--- config.mk ---
export PLATFORM = sky130hd
export DESIGN_NAME = game_tick_sched
export DESIGN_NICKNAME = d
export VERILOG_FILES = /design/src/rtl/mode_pkg.sv /design/src/rtl/game_tick_sched_tick_counter.sv /design/src/rtl/game_tick_sched.sv
export SDC_FILE = /design/constraint.sdc
export NUM_CORES = 1
export LEC_CHECK = 0
export ABC_AREA = 1
export CORE_MARGIN = 2
export CORE_UTILIZATION = 46
export CTS_BUF_LIST = sky130_fd_sc_hd__clkbuf_8
export DETAILED_ROUTE_END_ITERATION = 6
export SLEW_MARGIN = 20
export SYNTH_ARGS = -nofsm -noshare
export SYNTH_HDL_FRONTEND = slang
export SYNTH_SLANG_ARGS = --single-unit
--- constraint.sdc ---
create_clock -name clk -period 3.2 [get_ports clk]
set_clock_uncertainty 0.05 [all_clocks]
set_input_delay 0.48 -clock clk [delete_from_list [all_inputs] [get_ports clk]]
set_output_delay 0.48 -clock clk [all_outputs]
set_load 0.05 [all_outputs]
--- src/rtl/mode_pkg.sv ---
// Shared speed-mode encoding and scheduler state types for the game timing blocks.
// The mode FSM and the tick scheduler both import this package.
package mode_pkg;

  typedef enum logic [1:0] {
    SLOW   = 2'd0,
    FAST   = 2'd1,
    TURTLE = 2'd2
  } mode_t;

  typedef enum logic [1:0] {
    IDLE  = 2'd0,
    RUN   = 2'd1,
    DRAIN = 2'd2
  } sched_state_t;

  localparam int OVR_W = 8;

  // The unused encoding 2'b11 falls back to SLOW so the game never stalls on a bad mode.
  function automatic mode_t norm_mode(input logic [1:0] raw);
    mode_t m;
    case (raw)
      2'd1:    m = FAST;
      2'd2:    m = TURTLE;
      default: m = SLOW;
    endcase
    return m;
  endfunction

endpackage

--- src/rtl/game_tick_sched_tick_counter.sv ---
// Period counter for the tick scheduler: counts up while enabled and wraps on div-1.
// The divisor is held internally and only changes when load_i is asserted.
module tick_counter #(
  parameter int          CNT_W   = 24,
  parameter int unsigned RST_DIV = 5_000_000
) (
  input  logic             clk_i,
  input  logic             nrst_i,
  input  logic             clr_i,
  input  logic             en_i,
  input  logic             load_i,
  input  logic [CNT_W:0]   div_i,
  output logic             tc_o
);

  logic [CNT_W-1:0] cnt_q, cnt_d;
  logic [CNT_W:0]   div_q, div_d;
  logic [CNT_W:0]   div_m1;

  // The divisor may equal 2^CNT_W, so it carries one extra bit over the count.
  assign div_m1 = div_q - (CNT_W+1)'(1);
  assign tc_o   = en_i && ({1'b0, cnt_q} == div_m1);

  always_comb begin
    cnt_d = cnt_q;
    div_d = div_q;
    if (clr_i || tc_o) begin
      cnt_d = '0;
    end else if (en_i) begin
      cnt_d = cnt_q + CNT_W'(1);
    end
    if (load_i) begin
      div_d = div_i;
    end
  end

  always_ff @(posedge clk_i or negedge nrst_i) begin
    if (!nrst_i) begin
      cnt_q <= '0;
      div_q <= (CNT_W+1)'(RST_DIV);
    end else begin
      cnt_q <= cnt_d;
      div_q <= div_d;
    end
  end

endmodule

--- src/rtl/game_tick_sched.sv ---
// Game tick scheduler: issues a step request once per mode-dependent period, with a
// req/ack handshake toward the game logic and a saturating count of lost steps.
module game_tick_sched
  import mode_pkg::*;
#(
  parameter int unsigned SLOW_DIV   = 5_000_000,
  parameter int unsigned FAST_DIV   = 2_500_000,
  parameter int unsigned TURTLE_DIV = 10_000_000,
  parameter int          CNT_W      = 24
) (
  input  logic       clk,
  input  logic       nrst,
  input  logic [1:0] mode,
  input  logic       run,
  input  logic       step_ack,
  output logic       step_req,
  output logic [1:0] step_mode,
  output logic [7:0] overrun_cnt,
  input  logic       clear_ovr,
  output logic       busy
);

  localparam int DW = CNT_W + 1;

  sched_state_t     state_q, state_d;
  mode_t            per_mode_q, per_mode_d;
  mode_t            step_mode_q, step_mode_d;
  mode_t            cur_mode;
  logic             step_req_q, step_req_d;
  logic [OVR_W-1:0] ovr_q, ovr_d;
  logic [DW-1:0]    sel_div;
  logic             cnt_clr, cnt_en, cnt_load, tc, step_evt;

  assign cur_mode = norm_mode(mode);

  always_comb begin
    case (cur_mode)
      FAST:    sel_div = DW'(FAST_DIV);
      TURTLE:  sel_div = DW'(TURTLE_DIV);
      default: sel_div = DW'(SLOW_DIV);
    endcase
  end

  tick_counter #(
    .CNT_W   (CNT_W),
    .RST_DIV (SLOW_DIV)
  ) u_tick_counter (
    .clk_i  (clk),
    .nrst_i (nrst),
    .clr_i  (cnt_clr),
    .en_i   (cnt_en),
    .load_i (cnt_load),
    .div_i  (sel_div),
    .tc_o   (tc)
  );

  always_comb begin
    state_d     = state_q;
    per_mode_d  = per_mode_q;
    step_req_d  = step_req_q;
    step_mode_d = step_mode_q;
    ovr_d       = ovr_q;
    cnt_clr     = 1'b0;
    cnt_en      = 1'b0;
    cnt_load    = 1'b0;
    step_evt    = 1'b0;

    // Divider and reported mode are re-latched only on a period boundary.
    if (state_q == RUN) begin
      cnt_en   = 1'b1;
      step_evt = tc;
      if (tc) begin
        cnt_load   = 1'b1;
        per_mode_d = cur_mode;
      end
    end

    if (step_evt) begin
      if (!step_req_q || step_ack) begin
        step_req_d  = 1'b1;
        step_mode_d = per_mode_q;
      end else if (ovr_q != '1) begin
        ovr_d = ovr_q + OVR_W'(1);
      end
    end else if (step_req_q && step_ack) begin
      step_req_d = 1'b0;
    end

    if (clear_ovr) begin
      ovr_d = '0;
    end

    case (state_q)
      IDLE: begin
        cnt_clr = 1'b1;
        if (run) begin
          state_d    = RUN;
          cnt_load   = 1'b1;
          per_mode_d = cur_mode;
        end
      end
      RUN: begin
        // Drain only if a request will still be pending, so an ack taken this cycle cannot strand us.
        if (!run) begin
          cnt_clr = 1'b1;
          state_d = step_req_d ? DRAIN : IDLE;
        end
      end
      DRAIN: begin
        cnt_clr = 1'b1;
        if (step_req_q && step_ack) begin
          state_d = IDLE;
        end
      end
      default: state_d = IDLE;
    endcase
  end

  always_ff @(posedge clk or negedge nrst) begin
    if (!nrst) begin
      state_q     <= IDLE;
      per_mode_q  <= SLOW;
      step_mode_q <= SLOW;
      step_req_q  <= 1'b0;
      ovr_q       <= '0;
    end else begin
      state_q     <= state_d;
      per_mode_q  <= per_mode_d;
      step_mode_q <= step_mode_d;
      step_req_q  <= step_req_d;
      ovr_q       <= ovr_d;
    end
  end

  assign step_req    = step_req_q;
  assign step_mode   = step_mode_q;
  assign overrun_cnt = ovr_q;
  assign busy        = (state_q != IDLE);

endmodule

==> impl_summary.md <==
Finish
The layout has just under 700 filler cells. Compared with the post-synthesis result, the final layout area differs by 11.6%. The antenna diode count is 0.

The fraction of layout instances using a drive strength above 1 is 0.119. The count of non-filler cells in the finished layout is 558. At the end of the flow, the number of nets in the layout was 475.

Global routing
The number of global-route vias before repair is 2636. Entering global routing, the biggest net connects 45 pins. The combined global-route utilization of all metal layers is 0.215.

The final global-route overflow total is 0. The first-pass GRT wire length is 12900 um. The number of antenna violations at the first check in global routing is 0.

STA
The normalized max-slew margin is 0.557. The final critical-path share of the clock period is 0.828. The number of max-slew violations in the final report came to 0. Setup repair after global routing left no endpoint under its margin. The number of setup violations in the final report is 0. Static timing analysis puts the maximum clock frequency at 377 MHz. For the pin with the worst max-slew slack, the measured transition is 0.662 ns. Setup total negative slack on the finished layout was measured at 0 ns.

The final-report hold violation count is 0. The final critical-path required period is 2.65 ns.

Worst setup path
The type of origin of the critical path is a flip-flop. The critical path arrival is 2.80 ns. The count of cells along the worst register-to-register path is 13. Tracing the worst setup path back leads to its startpoint at u_tick_counter.div_q[21]$_DFFE_PN0P_.

Data on the critical path is required at its endpoint by 3.35 ns. The type of the setup path with the least slack is reg2reg. The worst setup path is captured at a flip-flop. In this run the worst path has a maximum fanout of 7. The startpoint identified for the worst register-to-register timing path is u_tick_counter.div_q[21]$_DFFE_PN0P_.

Flow run
The count of max-cap constraint violations is 0.

Route
Wires add up to 7770 um. The post-detailed-route wirelength per cell is about 14 um. The overall via count from detail_route is 2849. The number of design-rule violations left by the first detailed-router iteration is 171.

Using the TritonRoute via totals, the vias-per-cell ratio works out to 5.11. The first detailed-routing pass took 4 iterations. The final antenna-violating net count is 0. The DRC violation count after routing is 0.

Clock tree
The tree built by TritonCTS fans out to 45 sinks. The number of hold-repair buffers added at the cts stage is 0. Clock-pin slew was measured on the worst setup and hold paths at 0.09 ns. The number of gates resized after CTS was 0. The CTS tree is done. The CTS root buffer is sky130_fd_sc_hd__clkbuf_8. The maximum clock path buffer count is 2. For the worst-skew pair, the clock arrives at the later sink with an insertion delay of ~0.30 ns.

The number of buffers created by CTS is 5. The number of setup buffers added after CTS is 0. The H-tree was split into 2 levels.

Place
The number of port buffers is 18. Once placement completed, the tool counted placed cells totaling 550. The sum of net half-perimeters after detailed placement is approximately 5900 um.

Routability-driven placement finished with a final weighted congestion of 0.905.

Worst hold path
The min-delay analysis places its worst path in the category in2async.

Floorplan
After floorplanning, the core was sized to cover 6790 sq um. The die area is 7690 sq um. The chip height is between 80 and 90 um. The number of core rows is 30.

The initial utilization of the core area, before any placement, comes to 0.475. In this run the horizontal extent of the chip is 87.7 um. The I/O pin total is 19.

Logic synthesis
Yosys mapped the design onto 39 distinct sky130hd cell types. After synthesis, the share of flip-flops with an asynchronous set or reset is 1.00. Of the post-synthesis cell area, the dominant cell type holds 0.326. The synthesis-stage register bit count is 45. The synthesized netlist occupies a cell area of 3220 sq um.

The number of nets produced by synthesis is 455. Ranked by total cell area, the synthesized netlist is headed by sky130_fd_sc_hd__dfrtp_1 (33%), sky130_fd_sc_hd__nand2_1 (14%), sky130_fd_sc_hd__inv_1 (6.5%), sky130_fd_sc_hd__nand3_1 (6.2%), sky130_fd_sc_hd__nor2_1 (6.1%). The post-synthesis cell count is 441. The most numerous cell in the Yosys netlist is sky130_fd_sc_hd__nand2_1. The commonest cells after synthesis are sky130_fd_sc_hd__nand2_1 (119), sky130_fd_sc_hd__inv_1 (56), sky130_fd_sc_hd__nor2_1 (52). The number of warnings reported in the yosys synthesis log is 0.

After synthesis, the mean cell area works out to 7.31 sq um. The main flop type after synthesis is sky130_fd_sc_hd__dfrtp_1. In this run, synthesis inferred 0 flip-flops with an integrated enable. The post-synthesis cell type with the largest combined area is sky130_fd_sc_hd__dfrtp_1. The share of the Yosys chip area taken by registers is 0.350.

Power and ir drop
The ratio of total power to cell area is between 300 and 400 nW/um^2. The largest voltage drop on the vdd net is 0.000247 V. The cell leakage power is 1.67 nW.

Outcome
The flow ran to the end, and the final reports show no timing, DRC or antenna violations.
==> worst max-delay path, cell delays in order (launching register included) <==
cell                      delay (ns)
sky130_fd_sc_hd__dfrtp_1        0.48
sky130_fd_sc_hd__inv_1          0.25
sky130_fd_sc_hd__ha_1           0.33
sky130_fd_sc_hd__inv_2          0.09
sky130_fd_sc_hd__nor2_4         0.13
sky130_fd_sc_hd__nand3_4        0.12
sky130_fd_sc_hd__xnor2_2        0.18
sky130_fd_sc_hd__nand3_1        0.16
sky130_fd_sc_hd__nor2_4         0.16
sky130_fd_sc_hd__nand2_1        0.06
sky130_fd_sc_hd__nor2_1         0.14
sky130_fd_sc_hd__nand3_2        0.19
sky130_fd_sc_hd__nand3_1        0.15
sky130_fd_sc_hd__nand2_1        0.06
==> worst paths after layout <==
| path | end | slack [ns] |
|---|---|---|
| max in group asynchronous | u_tick_counter.div_q[19]$_DFFE_PN1P_ | 2.43 |
| worst max register to register | overrun_cnt[3]$_DFFE_PN0P_ | 0.55 |
| worst max-delay path | overrun_cnt[3]$_DFFE_PN0P_ | 0.55 |
| worst min register to register | state_q[0]$_DFFE_PN0P_ | 0.44 |
| worst min-delay path | u_tick_counter.cnt_q[6]$_DFFE_PN0P_ | 0.12 |
| min in group clk | state_q[0]$_DFFE_PN0P_ | 0.44 |
==> sequential cells by signal, indices dropped and copies added, names as in the netlist <==
signal / flops
u_tick_counter.div_q: 6
step_req: 1
overrun_cnt: 8
u_tick_counter.cnt_q: 24
per_mode_q: 2
step_mode: 2
state_q: 2
==> logic make-up after synthesis <==
kind of cell,share of synthesized area
adder cells (fa/ha/maj),0.0272
XOR/XNOR,0.0644
AND/OR/NAND/NOR,0.428
AO/OA/AOI/OAI,0.0427
buffers and inverters,0.0873
flip-flops,0.350
==> through the flow <==
step	area, sq um	power [mW]	hold slack (ns)	setup WS, ns	utilization
floorplan	3220	0.859	0.134	0.923	-
global placement	3480	0.932	0.418	0.645	0.512
detailed placement	3480	0.931	0.432	0.603	0.512
CTS	3590	1.39	0.351	0.570	0.529
global route	3600	1.45	0.163	0.290	0.529
finish	3600	1.38	0.116	0.549	0.529
==> final cells by class <==
type | count | area [sq um] | area share
Inverter | 60 | 225 | 0.0626
Multi-Input combinational cell | 329 | 1810 | 0.504
Clock buffer | 6 | 82.6 | 0.0230
Clock inverter | 2 | 33.8 | 0.00939
Tap cell | 96 | 120 | 0.0334
Timing Repair Buffer | 20 | 193 | 0.0536
Sequential cell | 45 | 1130 | 0.314
==> power by group <==
| part | switching, mW | leakage, nW | total, mW | internal [mW] |
|---|---|---|---|---|
| Clock | 0.203 | 0.0626 | 0.455 | 0.252 |
| Combinational | 0.204 | 0.995 | 0.306 | 0.101 |
| Sequential | 0.0274 | 0.610 | 0.615 | 0.588 |
==> metal layers <==
metal / vias to the layer above / wire, um / global-route usage
met4: 0 / 145 / 0.0657
li1: 1437 / - / -
met2: 77 / 3400 / 0.326
met1: 1321 / 3800 / 0.315
met3: 14 / 422 / 0.0339
met5: - / 0 / 0
==> cells in the final DEF, fill, tap and decap left out, types with 2 or more instances in the layout <==
cell type                         Yosys  layout
sky130_fd_sc_hd__nand2_1            119     119
sky130_fd_sc_hd__inv_1               56      57
sky130_fd_sc_hd__nor2_1              52      52
sky130_fd_sc_hd__dfrtp_1             42      42
sky130_fd_sc_hd__nand3_1             40      40
sky130_fd_sc_hd__xor2_1              18      18
sky130_fd_sc_hd__nand4_1             17      17
sky130_fd_sc_hd__clkdlybuf4s50_1      0      17
sky130_fd_sc_hd__nand2_2              9       9
sky130_fd_sc_hd__o21ai_1              8       8
sky130_fd_sc_hd__ha_1                 7       7
sky130_fd_sc_hd__a21oi_1              6       6
sky130_fd_sc_hd__clkbuf_8             0       6
sky130_fd_sc_hd__nor2_4               5       5
sky130_fd_sc_hd__o21ai_0              5       5
sky130_fd_sc_hd__nor3_1               5       5
sky130_fd_sc_hd__inv_2                4       4
sky130_fd_sc_hd__nand3_2              4       4
sky130_fd_sc_hd__nor3_2               4       4
sky130_fd_sc_hd__nor4_1               4       4
sky130_fd_sc_hd__nor3b_1              4       4
sky130_fd_sc_hd__o21ai_2              3       3
sky130_fd_sc_hd__nor2_2               3       3
sky130_fd_sc_hd__nand3_4              3       3
sky130_fd_sc_hd__buf_4                1       3
sky130_fd_sc_hd__dfstp_2              3       3
sky130_fd_sc_hd__nand3b_1             2       2
sky130_fd_sc_hd__xnor2_1              2       2
Note: power is estimated with default switching activity, not from simulation.
